### src/rtl/game_pkg.sv
// Shared types and constants for the cannon-game round/shot controller.
//   SHOT_W  : width of the shots_left counter
//   DBG_W   : width of the state encoding exported on state_dbg
//   state_e : FSM state encoding (stable, exported for the debug mux)
package game_pkg;

  localparam int SHOT_W = 4;
  localparam int DBG_W  = 3;

  typedef enum logic [DBG_W-1:0] {
    IDLE   = 3'd0,
    ARM    = 3'd1,
    READY  = 3'd2,
    FIRE   = 3'd3,
    FLIGHT = 3'd4,
    SCORE  = 3'd5,
    OVER   = 3'd6
  } state_e;

  // Aim is frozen from the fire pulse until the shot has been scored.
  function automatic logic locks_aim(input state_e s);
    return (s == FIRE) || (s == FLIGHT) || (s == SCORE);
  endfunction

endpackage

### src/rtl/game_sequencer_if.sv
// Signal bundle between the game controls / trajectory_calc / target_gen side
// (master) and the game_sequencer (slave).
//   master drives : start_new_game, shoot_req, result_valid, hit, target_ready
//   slave drives  : shoot_out, new_target, lock_aim, shots_left, score,
//                   game_over, timeout_err, state_dbg
interface game_sequencer_if
  import game_pkg::*;
#(
  parameter int SCORE_W = 5
) ();

  logic               start_new_game;
  logic               shoot_req;
  logic               result_valid;
  logic               hit;
  logic               target_ready;
  logic               shoot_out;
  logic               new_target;
  logic               lock_aim;
  logic [SHOT_W-1:0]  shots_left;
  logic [SCORE_W-1:0] score;
  logic               game_over;
  logic               timeout_err;
  logic [DBG_W-1:0]   state_dbg;

  modport master (
    output start_new_game, shoot_req, result_valid, hit, target_ready,
    input  shoot_out, new_target, lock_aim, shots_left, score,
           game_over, timeout_err, state_dbg
  );

  modport slave (
    input  start_new_game, shoot_req, result_valid, hit, target_ready,
    output shoot_out, new_target, lock_aim, shots_left, score,
           game_over, timeout_err, state_dbg
  );

endinterface

### src/rtl/game_sequencer_flight_timer.sv
// Flight timer: counts FLIGHT cycles while a shot awaits its result.
//   clk_i, reset_i : clock, synchronous active-high reset
//   clr_i          : restart the count at 0 (has priority over inc_i)
//   inc_i          : advance the count by one
//   expire_o       : count has reached TIMEOUT_CYCLES-1
// The caller qualifies clr_i/inc_i with the design enable.
module flight_timer #(
  parameter int TIMEOUT_CYCLES = 64
) (
  input  logic clk_i,
  input  logic reset_i,
  input  logic clr_i,
  input  logic inc_i,
  output logic expire_o
);

  localparam int TMR_W = $clog2(TIMEOUT_CYCLES);
  localparam logic [TMR_W-1:0] LAST = TMR_W'(TIMEOUT_CYCLES - 1);

  logic [TMR_W-1:0] count_q;

  assign expire_o = (count_q == LAST);

  always_ff @(posedge clk_i) begin
    if (reset_i)                  count_q <= '0;
    else if (clr_i)               count_q <= '0;
    else if (inc_i && !expire_o)  count_q <= count_q + 1'b1;
  end

endmodule

### src/rtl/game_sequencer.sv
// Round/shot controller for the cannon game.
//   clk, reset : clock, synchronous active-high reset
//   ena        : design enable; low freezes every register (pulses included)
//   bus        : slave side of game_sequencer_if (controls, trajectory
//                result, target handshake in; fire pulse, target request,
//                aim lock, shot/score counters, status, debug state out)
// Every output is a register; next values are derived from the next state so
// pulses line up with the state that owns them.
module game_sequencer
  import game_pkg::*;
#(
  parameter int SHOTS_PER_GAME = 8,
  parameter int TIMEOUT_CYCLES = 64,
  parameter int SCORE_W        = 5
) (
  input  logic              clk,
  input  logic              reset,
  input  logic              ena,
  game_sequencer_if.slave   bus
);

  state_e             state_q, state_d;
  logic               start_q;
  logic               start_edge;
  logic [SHOT_W-1:0]  shots_q, shots_d;
  logic [SCORE_W-1:0] score_q, score_d;
  logic               hit_q, hit_d;
  logic               terr_q, terr_d;
  logic               shoot_q, shoot_d;
  logic               newt_q, newt_d;
  logic               lock_q, lock_d;
  logic               over_q, over_d;
  logic               tmr_expire;

  assign start_edge = bus.start_new_game & ~start_q;

  // Timer restarts as FIRE hands over to FLIGHT and only runs while the shot
  // stays in flight, so it parks on its value whenever ena is low.
  flight_timer #(.TIMEOUT_CYCLES(TIMEOUT_CYCLES)) u_timer (
    .clk_i    (clk),
    .reset_i  (reset),
    .clr_i    (ena && (state_q == FIRE)),
    .inc_i    (ena && (state_q == FLIGHT) && (state_d == FLIGHT)),
    .expire_o (tmr_expire)
  );

  always_comb begin
    state_d = state_q;
    shots_d = shots_q;
    score_d = score_q;
    hit_d   = hit_q;
    terr_d  = terr_q;

    if (start_edge) begin
      // A new game overrides whatever else happens this cycle, even mid-flight.
      state_d = ARM;
      shots_d = SHOT_W'(SHOTS_PER_GAME);
      score_d = '0;
      hit_d   = 1'b0;
      terr_d  = 1'b0;
    end else begin
      case (state_q)
        IDLE:   ;
        ARM:    if (bus.target_ready) state_d = READY;
        READY:  if (bus.shoot_req)    state_d = FIRE;
        FIRE:   state_d = FLIGHT;
        FLIGHT: begin
          // A result arriving on the expiry cycle still counts as a result.
          if (bus.result_valid) begin
            state_d = SCORE;
            hit_d   = bus.hit;
          end else if (tmr_expire) begin
            state_d = SCORE;
            hit_d   = 1'b0;
            terr_d  = 1'b1;
          end
        end
        SCORE: begin
          if (shots_q != '0)               shots_d = shots_q - 1'b1;
          if (hit_q && (score_q != '1))    score_d = score_q + 1'b1;
          if (shots_q <= SHOT_W'(1))       state_d = OVER;
          else if (hit_q)                  state_d = ARM;
          else                             state_d = READY;
        end
        OVER:    ;
        default: state_d = IDLE;
      endcase
    end

    shoot_d = (state_d == FIRE);
    // Target request on every entry into ARM, including a restart from ARM.
    newt_d  = (state_d == ARM) && ((state_q != ARM) || start_edge);
    lock_d  = locks_aim(state_d);
    over_d  = (state_d == OVER);
  end

  always_ff @(posedge clk) begin
    if (reset) begin
      state_q <= IDLE;
      start_q <= 1'b0;
      shots_q <= '0;
      score_q <= '0;
      hit_q   <= 1'b0;
      terr_q  <= 1'b0;
      shoot_q <= 1'b0;
      newt_q  <= 1'b0;
      lock_q  <= 1'b0;
      over_q  <= 1'b0;
    end else if (ena) begin
      state_q <= state_d;
      start_q <= bus.start_new_game;
      shots_q <= shots_d;
      score_q <= score_d;
      hit_q   <= hit_d;
      terr_q  <= terr_d;
      shoot_q <= shoot_d;
      newt_q  <= newt_d;
      lock_q  <= lock_d;
      over_q  <= over_d;
    end
  end

  assign bus.shoot_out   = shoot_q;
  assign bus.new_target  = newt_q;
  assign bus.lock_aim    = lock_q;
  assign bus.shots_left  = shots_q;
  assign bus.score       = score_q;
  assign bus.game_over   = over_q;
  assign bus.timeout_err = terr_q;
  assign bus.state_dbg   = state_q;

endmodule
### src/flat_wrapper.sv
// flat-port wrapper written by rule: the top's interface ports become plain ports
module game_sequencer_flat import game_pkg::*;
#(
  parameter int SHOTS_PER_GAME = 8,
  parameter int TIMEOUT_CYCLES = 64,
  parameter int SCORE_W        = 5
)
  (clk, reset, ena, bus_start_new_game, bus_shoot_req, bus_result_valid, bus_hit, bus_target_ready, bus_shoot_out, bus_new_target, bus_lock_aim, bus_shots_left, bus_score, bus_game_over, bus_timeout_err, bus_state_dbg);
  game_sequencer_if #(.SCORE_W(SCORE_W)) bus_i ();
  input  logic clk;
  input  logic reset;
  input  logic ena;
  input wire logic [$bits(bus_i.start_new_game)-1:0] bus_start_new_game;
  input wire logic [$bits(bus_i.shoot_req)-1:0] bus_shoot_req;
  input wire logic [$bits(bus_i.result_valid)-1:0] bus_result_valid;
  input wire logic [$bits(bus_i.hit)-1:0] bus_hit;
  input wire logic [$bits(bus_i.target_ready)-1:0] bus_target_ready;
  output wire logic [$bits(bus_i.shoot_out)-1:0] bus_shoot_out;
  output wire logic [$bits(bus_i.new_target)-1:0] bus_new_target;
  output wire logic [$bits(bus_i.lock_aim)-1:0] bus_lock_aim;
  output wire logic [$bits(bus_i.shots_left)-1:0] bus_shots_left;
  output wire logic [$bits(bus_i.score)-1:0] bus_score;
  output wire logic [$bits(bus_i.game_over)-1:0] bus_game_over;
  output wire logic [$bits(bus_i.timeout_err)-1:0] bus_timeout_err;
  output wire logic [$bits(bus_i.state_dbg)-1:0] bus_state_dbg;
  assign bus_i.start_new_game = bus_start_new_game;
  assign bus_i.shoot_req = bus_shoot_req;
  assign bus_i.result_valid = bus_result_valid;
  assign bus_i.hit = bus_hit;
  assign bus_i.target_ready = bus_target_ready;
  assign bus_shoot_out = bus_i.shoot_out;
  assign bus_new_target = bus_i.new_target;
  assign bus_lock_aim = bus_i.lock_aim;
  assign bus_shots_left = bus_i.shots_left;
  assign bus_score = bus_i.score;
  assign bus_game_over = bus_i.game_over;
  assign bus_timeout_err = bus_i.timeout_err;
  assign bus_state_dbg = bus_i.state_dbg;
  game_sequencer #(.SHOTS_PER_GAME(SHOTS_PER_GAME), .TIMEOUT_CYCLES(TIMEOUT_CYCLES), .SCORE_W(SCORE_W)) u_core (.clk(clk), .reset(reset), .ena(ena), .bus(bus_i));
endmodule
### config.mk
export PLATFORM = sky130hd
export DESIGN_NAME = game_sequencer_flat
export DESIGN_NICKNAME = d
export VERILOG_FILES = /design/src/rtl/game_pkg.sv /design/src/rtl/game_sequencer_if.sv /design/src/rtl/game_sequencer_flight_timer.sv /design/src/rtl/game_sequencer.sv /design/src/flat_wrapper.sv
export SDC_FILE = /design/constraint.sdc
export NUM_CORES = 1
export LEC_CHECK = 0
export ABC_AREA = 1
export ABC_CLOCK_PERIOD_IN_PS = 2900
export CAP_MARGIN = 0
export CORE_MARGIN = 2
export CORE_UTILIZATION = 40
export CTS_CLUSTER_DIAMETER = 100
export CTS_CLUSTER_SIZE = 12
export DETAILED_ROUTE_END_ITERATION = 10
export DONT_BUFFER_PORTS = 1
export REMOVE_ABC_BUFFERS = 1
export SETUP_SLACK_MARGIN = 0.1
export SLEW_MARGIN = 30
export SYNTH_ARGS = -nofsm -noshare
export SYNTH_HDL_FRONTEND = slang
export SYNTH_SLANG_ARGS = --single-unit
### constraint.sdc
create_clock -name clk -period 2.9 [get_ports clk]
set_input_delay 0.435 -clock clk [delete_from_list [all_inputs] [get_ports clk]]
set_output_delay 0.435 -clock clk [all_outputs]
set_load 0.02 [all_outputs]
==> Flow_metrics.wiki, run 1 <==
{| class="wikitable"
! Metric !! Value
|-
| Result of the run || completed
|-
| Final design instance area without fill || 1510 µm²
|-
| IO Pins || 25
|-
| Combined area of the multi-input logic cells || 793 µm²
|-
| Worst Setup Start Kind || register
|-
| Max stage delay cell, worst path || dfxtp_1
|-
| Antenna diode instance count || 0
|-
| Commonest non-fill, non-tap cells in the layout || nand2_1 (54), inv_1 (33), a21oi_1 (25), dfxtp_1 (25), nor2_1 (20)
|-
| Final-report max-slew violation count || 0
|-
| Number of DRC markers after the initial detailed-route iteration || 52
|-
| Initial Util || 42.4%
|-
| Clock latency at the later pin of the worst-skew pair || 0.32 ns
|-
| Final count of hold timing violations || 0
|-
| Critical path, cell by cell || ha_1 > inv_1 > nor3_1 > ha_1 > nor2_1 > a21oi_2 > inv_2 > nand2_1 > nand2_1 > nor3b_2
|-
| Floorplan Core Area || 3390 µm²
|-
| Overall die height || 64.0 µm
|-
| Remaining max-slew budget at the tightest pin || 70.0%
|-
| Final min period || 1.92 ns
|-
| Root cell of the clock tree || clkbuf_4
|-
| Post-route clock skew || 0.00208 ns
|-
| Number of antenna violations at the first check in global routing || 0
|-
| Vias in the first global route || 1171
|-
| Leakage Power || 0.683 nW
|-
| Post-synth cell types || 25
|-
| Worst reg-to-reg setup slack || 0.98 ns
|-
| Total via count in the routed design || 1268
|-
| Number of port buffers || 0
|-
| Part of the power in registers || 62.4%
|-
| Worst Path Max Fanout || 6
|-
| Peak supply drop || 0.000198 V
|-
| Clock slew at reported path FFs || 0.14 ns
|-
| HPWL after detailed placement || 2270 µm
|-
| Power Total || 599 µW
|-
| Required time of the worst setup path || 3.13 ns
|-
| Setup repair after global routing missed its margin || false
|-
| Top achievable clock speed || 522 MHz
|-
| Actual slew at the worst max-slew pin || 0.449 ns
|-
| Path class of the lowest-slack min-delay path || in2reg
|-
| Final worst path period share || 66.1%
|-
| Sum of negative setup slack || 0 ns
|-
| Number of buffers on the longest clock path || 2
|-
| Number of gates given a new drive strength after cts || 0
|-
| Max stage delay on crit path || 0.51 ns
|-
| Total of flip-flops plus latches after synthesis || 25
|-
| Growth of design area from synthesis to finish || 5.05%
|-
| GR Overflow Total || 0
|-
| Via/cell ratio || 4.78
|-
| Horiz. Die Dim || 64.0 µm
|-
| Startpoint-to-endpoint class of the critical path || reg2reg
|-
| Logic gate share of total power || 11.2%
|-
| Final Non-Filler Cells || 265
|-
| Count of buffers added by post-CTS timing repair for setup || 0
|-
| Number of placed cells counting well taps || 261
|-
| Switching power as a share of total power || 28.9%
|-
| Sequential area share after synthesis || 34.8%
|-
| Number of H-tree levels || 1
|-
| Total iterations of the first detailed-routing run || 6
|-
| Number of hold-repair buffers added at the cts stage || 0
|-
| Final setup violation count || 0
|-
| Top cell family by delay on the critical path || flip-flops
|-
| Wire length of the first global-routing pass || 5200 µm
|-
| Power density cells || 397 nW/µm²
|-
| Clock network fraction of design power || 26.4%
|-
| Yosys top cell area share || 34.8%
|-
| Leading cell type in the layout, fill and taps excluded || nand2_1
|-
| Reg area || 500 µm²
|-
| Largest net degree at the start of global routing || 15
|-
| Type of destination of the critical path || register
|-
| Largest area contributor in the netlist || dfxtp_1
|-
| Synth Instances || 218
|-
| Worst slack at placement || 1.01 ns
|-
| Average instance area after synthesis || 6.59 µm²
|-
| Routed wire length per instance || 11.3 µm
|-
| Number of nets in the finished design || 234
|-
| Yosys warning count || 0
|-
| Final worst slack || 0.984 ns
|-
| Worst endpoint data arrival time || 2.14 ns
|-
| Routed wire length || 2990 µm
|-
| Row Count || 21
|-
| All-layer global routing usage || 16.0%
|-
| Number of design rule violations left after detail routing || 0
|-
| Final weighted congestion in routability-driven placement || 0.765
|-
| Count of filler cells inserted in the layout || 368
|-
| Count of clock tree sinks || 25
|-
| Fraction of final layout cells with drive strength greater than 1 || 6.85%
|-
| Clock buffers created by TritonCTS || 3
|-
| Number of max-cap violations || 0
|-
| Internal Dissipation || 426 µW
|-
| Cell area after synthesis || 1440 µm²
|-
| Antenna Nets Post-Route || 0
|-
| Dominant cells by area after synthesis || dfxtp_1 (35%), nand2_1 (14%), a21oi_1 (8.7%), inv_1 (8.6%), nand3_1 (6.3%)
|-
| TritonCTS clock tree || yes
|-
| Net Sw Power || 173 µW
|-
| DIE AREA || 4090 µm²
|-
| Number of buffers and inverters on the critical path || 2
|-
| Placement-stage cell area || 1480 µm²
|}
synthesized netlist by cell type (all sizes together):
| library cell | number |
|---|---|
| clkbuf | 2 |
| or2 | 1 |
| inv | 35 |
| buf | 1 |
| dfxtp | 25 |
| nor3 | 4 |
| a21oi | 26 |
| xor2 | 4 |
| nor3b | 1 |
| and3 | 1 |
| ha | 6 |
| a31oi | 1 |
| a211oi | 1 |
| nor2 | 24 |
| nand2 | 55 |
| nand3 | 20 |
| o21ai | 9 |
| xnor2 | 1 |
| a21boi | 1 |
registers in the layout, summed over array words and instances, names as in the netlist:
name                    flops
u_core.bus.shoot_out        1
u_core.bus.new_target       1
u_core.bus.lock_aim         1
u_core.bus.shots_left       4
u_core.bus.score            5
u_core.bus.timeout_err      1
u_core.bus.state_dbg        3
u_core.hit_q                1
u_core.start_q              1
u_core.bus.game_over        1
u_core.u_timer.count_q      6
worst reg2reg max path: cells and delay by family (launching register included):
family	cells	cell delay [ns]
fa+ha+maj	2	0.41
simple gates	5	0.48
buf+inv	2	0.15
flops	1	0.51
compound gates	1	0.28
final timing paths:
kind	end	cells after the start	start
worst max register to register	u_core.bus.score[3]	10	u_core.bus.score[1]
worst max-delay path	u_core.bus.score[3]	10	u_core.bus.score[1]
worst min register to register	u_core.start_q	2	u_core.start_q
worst min-delay path	u_core.bus.shoot_out	1	reset
final cells by class:
| type | count | area share [%] |
|---|---|---|
| clock buffer | 3 | 1.49 |
| clock inverter | 1 | 0.331 |
| inverter | 35 | 8.70 |
| multi-input combinational | 155 | 52.5 |
| sequential | 25 | 33.1 |
| tap | 46 | 3.81 |
logic make-up (layout without fill, tap and decap cells):
| kind of cell | count (synthesis) | count (layout) | share of synthesized area [%] |
|---|---|---|---|
| fa+ha+maj | 6 | 6 | 5.22 |
| compound gates | 38 | 38 | 13.9 |
| simple gates | 106 | 106 | 33.0 |
| buf+inv | 38 | 39 | 10.0 |
| xor+xnor | 5 | 5 | 3.05 |
| flops | 25 | 25 | 34.8 |
power by group through the flow:
stage,Clock [mW],Sequential (mW),Combinational [mW]
detailed placement,0,0.382,0.0672
finish,0.158,0.374,0.0674
global route,0.184,0.376,0.0788
CTS,0.172,0.374,0.0676
floorplan,0,0.379,0.0548
global placement,0,0.382,0.0672
metal layers:
metal | up-vias | global-route usage (%) | wire length (µm)
li1 | 692 | - | -
met1 | 552 | 20.1 | 1460
met2 | 19 | 25.1 | 1330
met3 | 5 | 5.63 | 164
met4 | 0 | 5.71 | 40
met5 | - | 0 | 0
per-stage QoR:
step	hold WS, ns	utilization, %
floorplan	0.433	-
global placement	0.443	43.7
detailed placement	0.448	43.7
CTS	0.131	44.6
global route	0.116	44.6
finish	0.160	44.6
Note: power is estimated with default switching activity, not from simulation.
==> run 2, diff against run 1 <==
--- a/config.mk
+++ b/config.mk
@@ -6,7 +6,7 @@
 export NUM_CORES = 1
 export LEC_CHECK = 0
 export ABC_AREA = 1
-export ABC_CLOCK_PERIOD_IN_PS = 2900
+export ABC_CLOCK_PERIOD_IN_PS = 2000
 export CAP_MARGIN = 0
 export CORE_MARGIN = 2
 export CORE_UTILIZATION = 40
==> constraint.sdc (replaced) <==
create_clock -name clk -period 2 [get_ports clk]
set_input_delay 0.3 -clock clk [delete_from_list [all_inputs] [get_ports clk]]
set_output_delay 0.3 -clock clk [all_outputs]
set_load 0.02 [all_outputs]
==> Flow_metrics.wiki, run 2 (synthesized netlist as in run 1, its figures left out) <==
{| class="wikitable"
! Metric !! Value
|-
| Fraction of final layout cells with drive strength greater than 1 || 9.73% (+2.9 points)
|-
| Largest register FFs || 6 (unchanged)
|-
| Path class of the lowest-slack min-delay path || in2reg
|-
| Number of DRC markers after the initial detailed-route iteration || 24 (-54%)
|-
| Power Total || 884 µW (+48%)
|-
| Final weighted congestion in routability-driven placement || 0.788 (+3.0%)
|-
| Number of H-tree levels || 1 (unchanged)
|-
| IO Pins || 25 (unchanged)
|-
| Row Count || 21 (unchanged)
|-
| Overall die height || 64.0 µm (unchanged)
|-
| Clock network fraction of design power || 26.5% (about the same)
|-
| Net Sw Power || 257 µW (+48%)
|-
| Peak supply drop || 0.000299 V (+51%)
|-
| Top achievable clock speed || 589 MHz (+13%)
|-
| DIE AREA || 4090 µm² (unchanged)
|-
| Number of port buffers || 0 (unchanged)
|-
| Commonest non-fill, non-tap cells in the layout || nand2_1 (54), inv_1 (33), a21oi_1 (25)
|-
| Number of max-cap violations || 0 (unchanged)
|-
| Wire length of the first global-routing pass || 5560 µm (+6.9%)
|-
| Internal Dissipation || 628 µW (+47%)
|-
| Root cell of the clock tree || clkbuf_4
|-
| Clock buffers created by TritonCTS || 3 (unchanged)
|-
| Final setup violation count || 0 (unchanged)
|-
| Leading cell type in the layout, fill and taps excluded || nand2_1
|-
| Worst Path Max Fanout || 8 (+2)
|-
| TritonCTS clock tree || yes
|-
| Setup repair after global routing missed its margin || false
|-
| Post-route clock skew || 0.00384 ns (+0.00176 ns)
|-
| Type of destination of the critical path || register
|-
| Clock latency at the later pin of the worst-skew pair || 0.32 ns (about the same)
|-
| Antenna diode instance count || 0 (unchanged)
|-
| Growth of design area from synthesis to finish || 8.96%
|-
| Number of buffers on the longest clock path || 2 (unchanged)
|-
| Total via count in the routed design || 1316 (+3.8%)
|-
| Sum of negative setup slack || 0 ns (unchanged)
|-
| All-layer global routing usage || 17.0% (+0.99 points)
|-
| Power density cells || 564 nW/µm² (+42%)
|-
| Final count of hold timing violations || 0 (unchanged)
|-
| Final-report max-slew violation count || 0 (unchanged)
|-
| Via/cell ratio || 4.84 (+1.1%)
|-
| Number of design rule violations left after detail routing || 0 (unchanged)
|-
| Routed wire length || 3140 µm (+5.2%)
|-
| Initial Util || 42.4% (unchanged)
|-
| Worst endpoint data arrival time || 1.92 ns (-0.22 ns)
|-
| HPWL after detailed placement || 2360 µm (+4.0%)
|-
| Result of the run || completed
|-
| Leakage Power || 0.717 nW (+5.0%)
|-
| Required time of the worst setup path || 2.22 ns (-0.91 ns)
|-
| Number of antenna violations at the first check in global routing || 0 (unchanged)
|-
| Horiz. Die Dim || 64.0 µm (unchanged)
|-
| GR Overflow Total || 0 (unchanged)
|-
| Remaining max-slew budget at the tightest pin || 71.1% (+1.1 points)
|-
| Actual slew at the worst max-slew pin || 0.433 ns (-0.0158 ns)
|-
| Switching power as a share of total power || 29.0% (+0.080 points)
|-
| Part of the power in registers || 60.8% (-1.6 points)
|-
| Vias in the first global route || 1251 (+6.8%)
|-
| Routed wire length per instance || 11.6 µm (+2.5%)
|-
| Worst Setup Start Kind || register
|-
| Logic gate share of total power || 12.8% (+1.6 points)
|-
| Final min period || 1.70 ns (-0.220 ns)
|-
| Final worst path period share || 84.8% (+19 points)
|-
| Antenna Nets Post-Route || 0 (unchanged)
|-
| Floorplan Core Area || 3390 µm² (unchanged)
|-
| Number of nets in the finished design || 241 (+3.0%)
|-
| Count of clock tree sinks || 25 (unchanged)
|-
| Clock slew at reported path FFs || 0.14 ns (about the same)
|-
| Largest Register || u_core.u_timer.count_q
|-
| Total iterations of the first detailed-routing run || 6 (unchanged)
|-
| Startpoint-to-endpoint class of the critical path || reg2reg
|-
| Largest net degree at the start of global routing || 14 (-1)
|}
==> run 2: changes by cell type in the layout (fill, tap and decap cells not counted) <==
cell and delta:
clkinv_2 -1, buf_4 +6, dlygate4sd3_1 +1, dfxtp_1 -2, clkbuf_1 +1, dfxtp_2 +2
==> run 2: cell type report <==
type,count,area [µm²]
Inverter,35,131
Fill cell,367,1820
Sequential cell,25,503
Timing Repair Buffer,7,55.1
Multi-Input combinational cell,155,793
Tap cell,46,57.6
Clock buffer,4,26.3
==> run 2: critical path: stages (launching register included) <==
cell and delay [ns]:
dfxtp_1 0.58, inv_1 0.16, nand3_1 0.14, nor2_1 0.05
nor2_1 0.11, nand2_1 0.10, nor2_4 0.19, nand2_2 0.13
nand2_1 0.08, a21oi_1 0.06
==> run 2: worst paths after layout <==
check	start	endpoint	cells past startpoint	slack, ns
setup / recovery	u_core.bus.state_dbg[2]	u_core.u_timer.count_q[3]	9	0.30
hold / removal	reset	u_core.bus.shots_left[1]	1	0.02
setup reg to reg	u_core.bus.state_dbg[2]	u_core.u_timer.count_q[3]	9	0.30
hold reg to reg	u_core.start_q	u_core.start_q	2	0.47
==> run 2: timing repair <==
| action | in CTS | in global routing |
|---|---|---|
| endpoints found under the setup margin | 0 | 9 |
| hold endpoints to repair | 0 | 3 |
| gates resized for setup | 0 | 2 |
| hold buffers | 0 | 1 |
| setup buffers | 0 | 0 |
==> run 2: power by group through the flow <==
| stage | Sequential (mW) | Combinational (mW) | Clock [mW] |
|---|---|---|---|
| 2_1_floorplan | 0.549 | 0.0794 | 0 |
| 3_3_place_gp | 0.549 | 0.109 | 0 |
| 3_5_place_dp | 0.549 | 0.110 | 0 |
| 4_1_cts | 0.538 | 0.111 | 0.246 |
| 5_1_grt | 0.540 | 0.130 | 0.267 |
| 6_report | 0.537 | 0.113 | 0.234 |
==> run 2: layer usage <==
layer	part of all wire, %	vias to the layer above	global-route usage, %
li1	-	706	-
met1	48	585	22.4
met2	46	20	27.2
met3	4.6	5	3.35
met4	1.4	0	6.52
met5	0	-	0
==> run 2: per-stage QoR <==
step	worst slack, ns	std cells	hold slack (ns)	utilization, %	cell area [µm²]
finish	0.303	272	0.0215	46.2	1570
CTS	0.247	271	0.00945	45.8	1550
detailed placement	0.293	267	0.372	45.1	1530
global placement	0.305	267	0.371	45.1	1530
global route	0.107	272	-0.0000286	46.2	1570
floorplan	0.311	215	0.369	-	1430
==> run 3, diff against run 2 <==
--- a/config.mk
+++ b/config.mk
@@ -6,7 +6,7 @@
 export NUM_CORES = 1
 export LEC_CHECK = 0
 export ABC_AREA = 1
-export ABC_CLOCK_PERIOD_IN_PS = 2000
+export ABC_CLOCK_PERIOD_IN_PS = 1600
 export CAP_MARGIN = 0
 export CORE_MARGIN = 2
 export CORE_UTILIZATION = 40
==> constraint.sdc (replaced) <==
create_clock -name clk -period 1.6 [get_ports clk]
set_input_delay 0.24 -clock clk [delete_from_list [all_inputs] [get_ports clk]]
set_output_delay 0.24 -clock clk [all_outputs]
set_load 0.02 [all_outputs]
==> Flow_metrics.wiki, run 3 (synthesized netlist as in run 1, its figures left out) <==
{| class="wikitable"
! Metric !! Value
|-
| Clock latency at the later pin of the worst-skew pair || 0.32 ns (about the same)
|-
| Worst reg-to-reg setup slack || 0.008 ns (-0.30 ns)
|-
| Source of the worst register-to-register timing path || u_core.bus.score[1]
|-
| Startpoint-to-endpoint class of the critical path || reg2reg
|-
| Setup repair after global routing missed its margin || true
|-
| Global routing's busiest layer || met2
|-
| Number of hold-repair buffers added at the cts stage || 1 (+1)
|-
| Actual slew at the worst max-slew pin || 0.307 ns (-0.126 ns)
|-
| Result of the run || finished with violations
|-
| Total iterations of the first detailed-routing run || 4 (-2)
|-
| Path class of the lowest-slack min-delay path || in2reg
|-
| Max stage delay on crit path || 0.38 ns (-0.20 ns)
|-
| Wire length of the first global-routing pass || 5620 µm (+0.99%)
|-
| Largest net degree at the start of global routing || 14 (unchanged)
|-
| Final count of hold timing violations || 10 (+10)
|-
| Reg area || 522 µm² (+3.7%)
|-
| Total via count in the routed design || 1430 (+8.7%)
|-
| Combined area of the multi-input logic cells || 1000 µm² (+27%)
|-
| Final setup violation count || 0 (unchanged)
|-
| Type of destination of the critical path || register
|-
| Initial Util || 42.4% (unchanged)
|-
| Floorplan Core Area || 3390 µm² (unchanged)
|-
| Largest register FFs || 6 (unchanged)
|-
| Post-route clock skew || 0.00850 ns (+0.00466 ns)
|-
| Leading cell type in the layout, fill and taps excluded || nand2_1
|-
| HPWL after detailed placement || 2470 µm (+4.8%)
|-
| Number of nets in the finished design || 263 (+9.1%)
|-
| Final-report max-slew violation count || 0 (unchanged)
|-
| Number of max-cap violations || 0 (unchanged)
|-
| Largest Register || u_core.u_timer.count_q
|-
| Required time of the worst setup path || 1.85 ns (-0.37 ns)
|-
| Number of port buffers || 0 (unchanged)
|-
| Count of filler cells inserted in the layout || 310 (-16%)
|-
| Final worst path period share || 99.5% (+15 points)
|-
| Violations in the final reports || negative hold slack
|-
| Top cell family by delay on the critical path || compound AO/OA/AOI/OAI gates
|-
| Number of H-tree levels || 1 (unchanged)
|-
| Overall die height || 64.0 µm (unchanged)
|-
| Hold Path Origin || reset
|-
| Worst endpoint data arrival time || 1.85 ns (-0.07 ns)
|-
| Antenna Nets Post-Route || 0 (unchanged)
|-
| Number of buffers and inverters on the critical path || 2 (+1)
|-
| Root cell of the clock tree || clkbuf_4
|-
| GR Overflow Total || 0 (unchanged)
|-
| TritonCTS clock tree || yes
|-
| Capture point of the worst reg-to-reg path || u_core.bus.score[0]
|-
| Power density cells || 584 nW/µm² (+3.4%)
|-
| Horiz. Die Dim || 64.0 µm (unchanged)
|-
| Worst slack on hold paths || -0.0496 ns (-0.0710 ns)
|-
| Vias in the first global route || 1296 (+3.6%)
|-
| Hold endpoint || u_core.bus.score[1]
|-
| Clock buffers created by TritonCTS || 3 (unchanged)
|-
| Commonest non-fill, non-tap cells in the layout || nand2_1 (38), inv_1 (28), buf_4 (27)
|-
| Met2 global-route usage || 27.9% (+0.65 points)
|-
| Final min period || 1.59 ns (-0.104 ns)
|-
| Remaining max-slew budget at the tightest pin || 79.5% (+8.4 points)
|-
| Hold-critical path depth || 1 (unchanged)
|-
| Clock slew at reported path FFs || 0.14 ns (about the same)
|-
| Final design instance area without fill || 1970 µm² (+26%)
|-
| All-layer global routing usage || 17.3% (+0.28 points)
|-
| Antenna diode instance count || 0 (unchanged)
|-
| DIE AREA || 4090 µm² (unchanged)
|-
| Top achievable clock speed || 628 MHz (+6.6%)
|-
| Via/cell ratio || 4.86 (+0.53%)
|-
| M3 GR Usage || 4.58% (+1.2 points)
|-
| Growth of design area from synthesis to finish || 37.2%
|-
| Final weighted congestion in routability-driven placement || 0.801 (+1.6%)
|-
| Number of DRC markers after the initial detailed-route iteration || 76 (+220%)
|-
| Cell repeated most along the worst path || a21oi_2
|-
| Peak supply drop || 0.000302 V (+1.2%)
|-
| Max stage delay cell, worst path || dfxtp_2
|-
| IO Pins || 25 (unchanged)
|-
| Critical path, cell by cell || ha_4 > inv_4 > nor3_4 > ha_2 > nor2_2 > a21oi_2 > buf_6 > a21oi_2 > a211oi_2
|-
| Count of clock tree sinks || 25 (unchanged)
|-
| Row Count || 21 (unchanged)
|-
| Met1 Resource Use GR || 22.1% (-0.29 points)
|-
| Power Total || 1.15 mW (+30%)
|-
| Leakage Power || 0.865 nW (+21%)
|-
| Routed wire length per instance || 12.2 µm (+5.6%)
|-
| Worst Path Max Fanout || 5 (-3)
|-
| Number of antenna violations at the first check in global routing || 0 (unchanged)
|-
| Fraction of final layout cells with drive strength greater than 1 || 39.9% (+30 points)
|-
| Routed wire length || 3590 µm (+14%)
|-
| Number of buffers on the longest clock path || 2 (unchanged)
|-
| FF-to-FF path depth || 9 (unchanged)
|-
| Worst Setup Start Kind || register
|-
| Placement-stage cell area || 1630 µm² (+6.9%)
|-
| Number of design rule violations left after detail routing || 0 (unchanged)
|}
-- run 3: cell types whose count changed in the layout (fill, tap and decap cells not counted), moves of 5 or more --
| cell | before | now |
|---|---|---|
| a21oi_2 | 1 | 10 |
| nand3_2 | 2 | 8 |
| ha_1 | 6 | 0 |
| nand2_1 | 54 | 38 |
| nand3_1 | 18 | 11 |
| a21oi_1 | 25 | 16 |
| dfxtp_1 | 23 | 16 |
| inv_1 | 33 | 28 |
| buf_4 | 6 | 27 |
| nand2_2 | 1 | 14 |
-- run 3: worst max path at each step --
stage	slack, ns	end	depth (start not counted)	from
global placement	0.06	u_core.bus.score[3]	10	u_core.bus.score[0]
floorplan	-0.09	u_core.bus.score[3]	10	u_core.bus.score[1]
detailed placement	0.06	u_core.u_timer.count_q[0]	11	u_core.bus.shots_left[0]
CTS	0.09	u_core.bus.score[0]	9	u_core.bus.score[0]
finish	0.008	u_core.bus.score[0]	9	u_core.bus.score[1]
global route	-0.11	u_core.bus.score[0]	9	u_core.bus.score[1]
-- run 3: worst register-to-register path, stage by stage (launching register included) --
cell and delay [ns]:
dfxtp_2 0.38, ha_4 0.16, inv_4 0.04, nor3_4 0.16
ha_2 0.19, nor2_2 0.04, a21oi_2 0.18, buf_6 0.15
a21oi_2 0.04, a211oi_2 0.18
-- run 3: metal layers --
layer	vias to the layer above	wire (µm)
li1	753	-
met2	27	1720
met4	0	61
met5	-	0
met3	8	159
met1	642	1640
-- run 3: cell type report --
| cell class | instances | share of cell area, % |
|---|---|---|
| tap | 46 | 2.92 |
| clock buffer | 4 | 1.33 |
| inverter | 35 | 7.04 |
| sequential | 25 | 26.4 |
| timing repair buffer | 29 | 11.4 |
| multi-input combinational | 155 | 50.9 |
-- run 3: repair_timing --
| item | CTS | global route |
|---|---|---|
| resized for setup | 19 | 57 |
| endpoints found under the hold margin | 11 | 10 |
| pin swaps | 8 | 26 |
| setup endpoints to repair | 11 | 21 |
| gates cloned | 0 | 0 |
| buffers inserted | 2 | 6 |
-- run 3: where the power goes --
part	internal [mW]	switching (mW)	total [mW]	leakage, nW
combinational	0.0735	0.124	0.197	0.641
clock	0.0976	0.196	0.294	0.0150
sequential	0.637	0.0234	0.661	0.208
-- run 3: metrics by stage --
stage	std cells	utilization, %	TNS [ns]	setup slack (ns)
floorplan	215	-	-0.0891	-0.0891
global placement	281	48.2	0	0.0576
detailed placement	281	48.2	0	0.0551
CTS	288	51.1	0	0.0921
global route	294	58.2	-0.330	-0.109
finish	294	58.2	0	0.00781
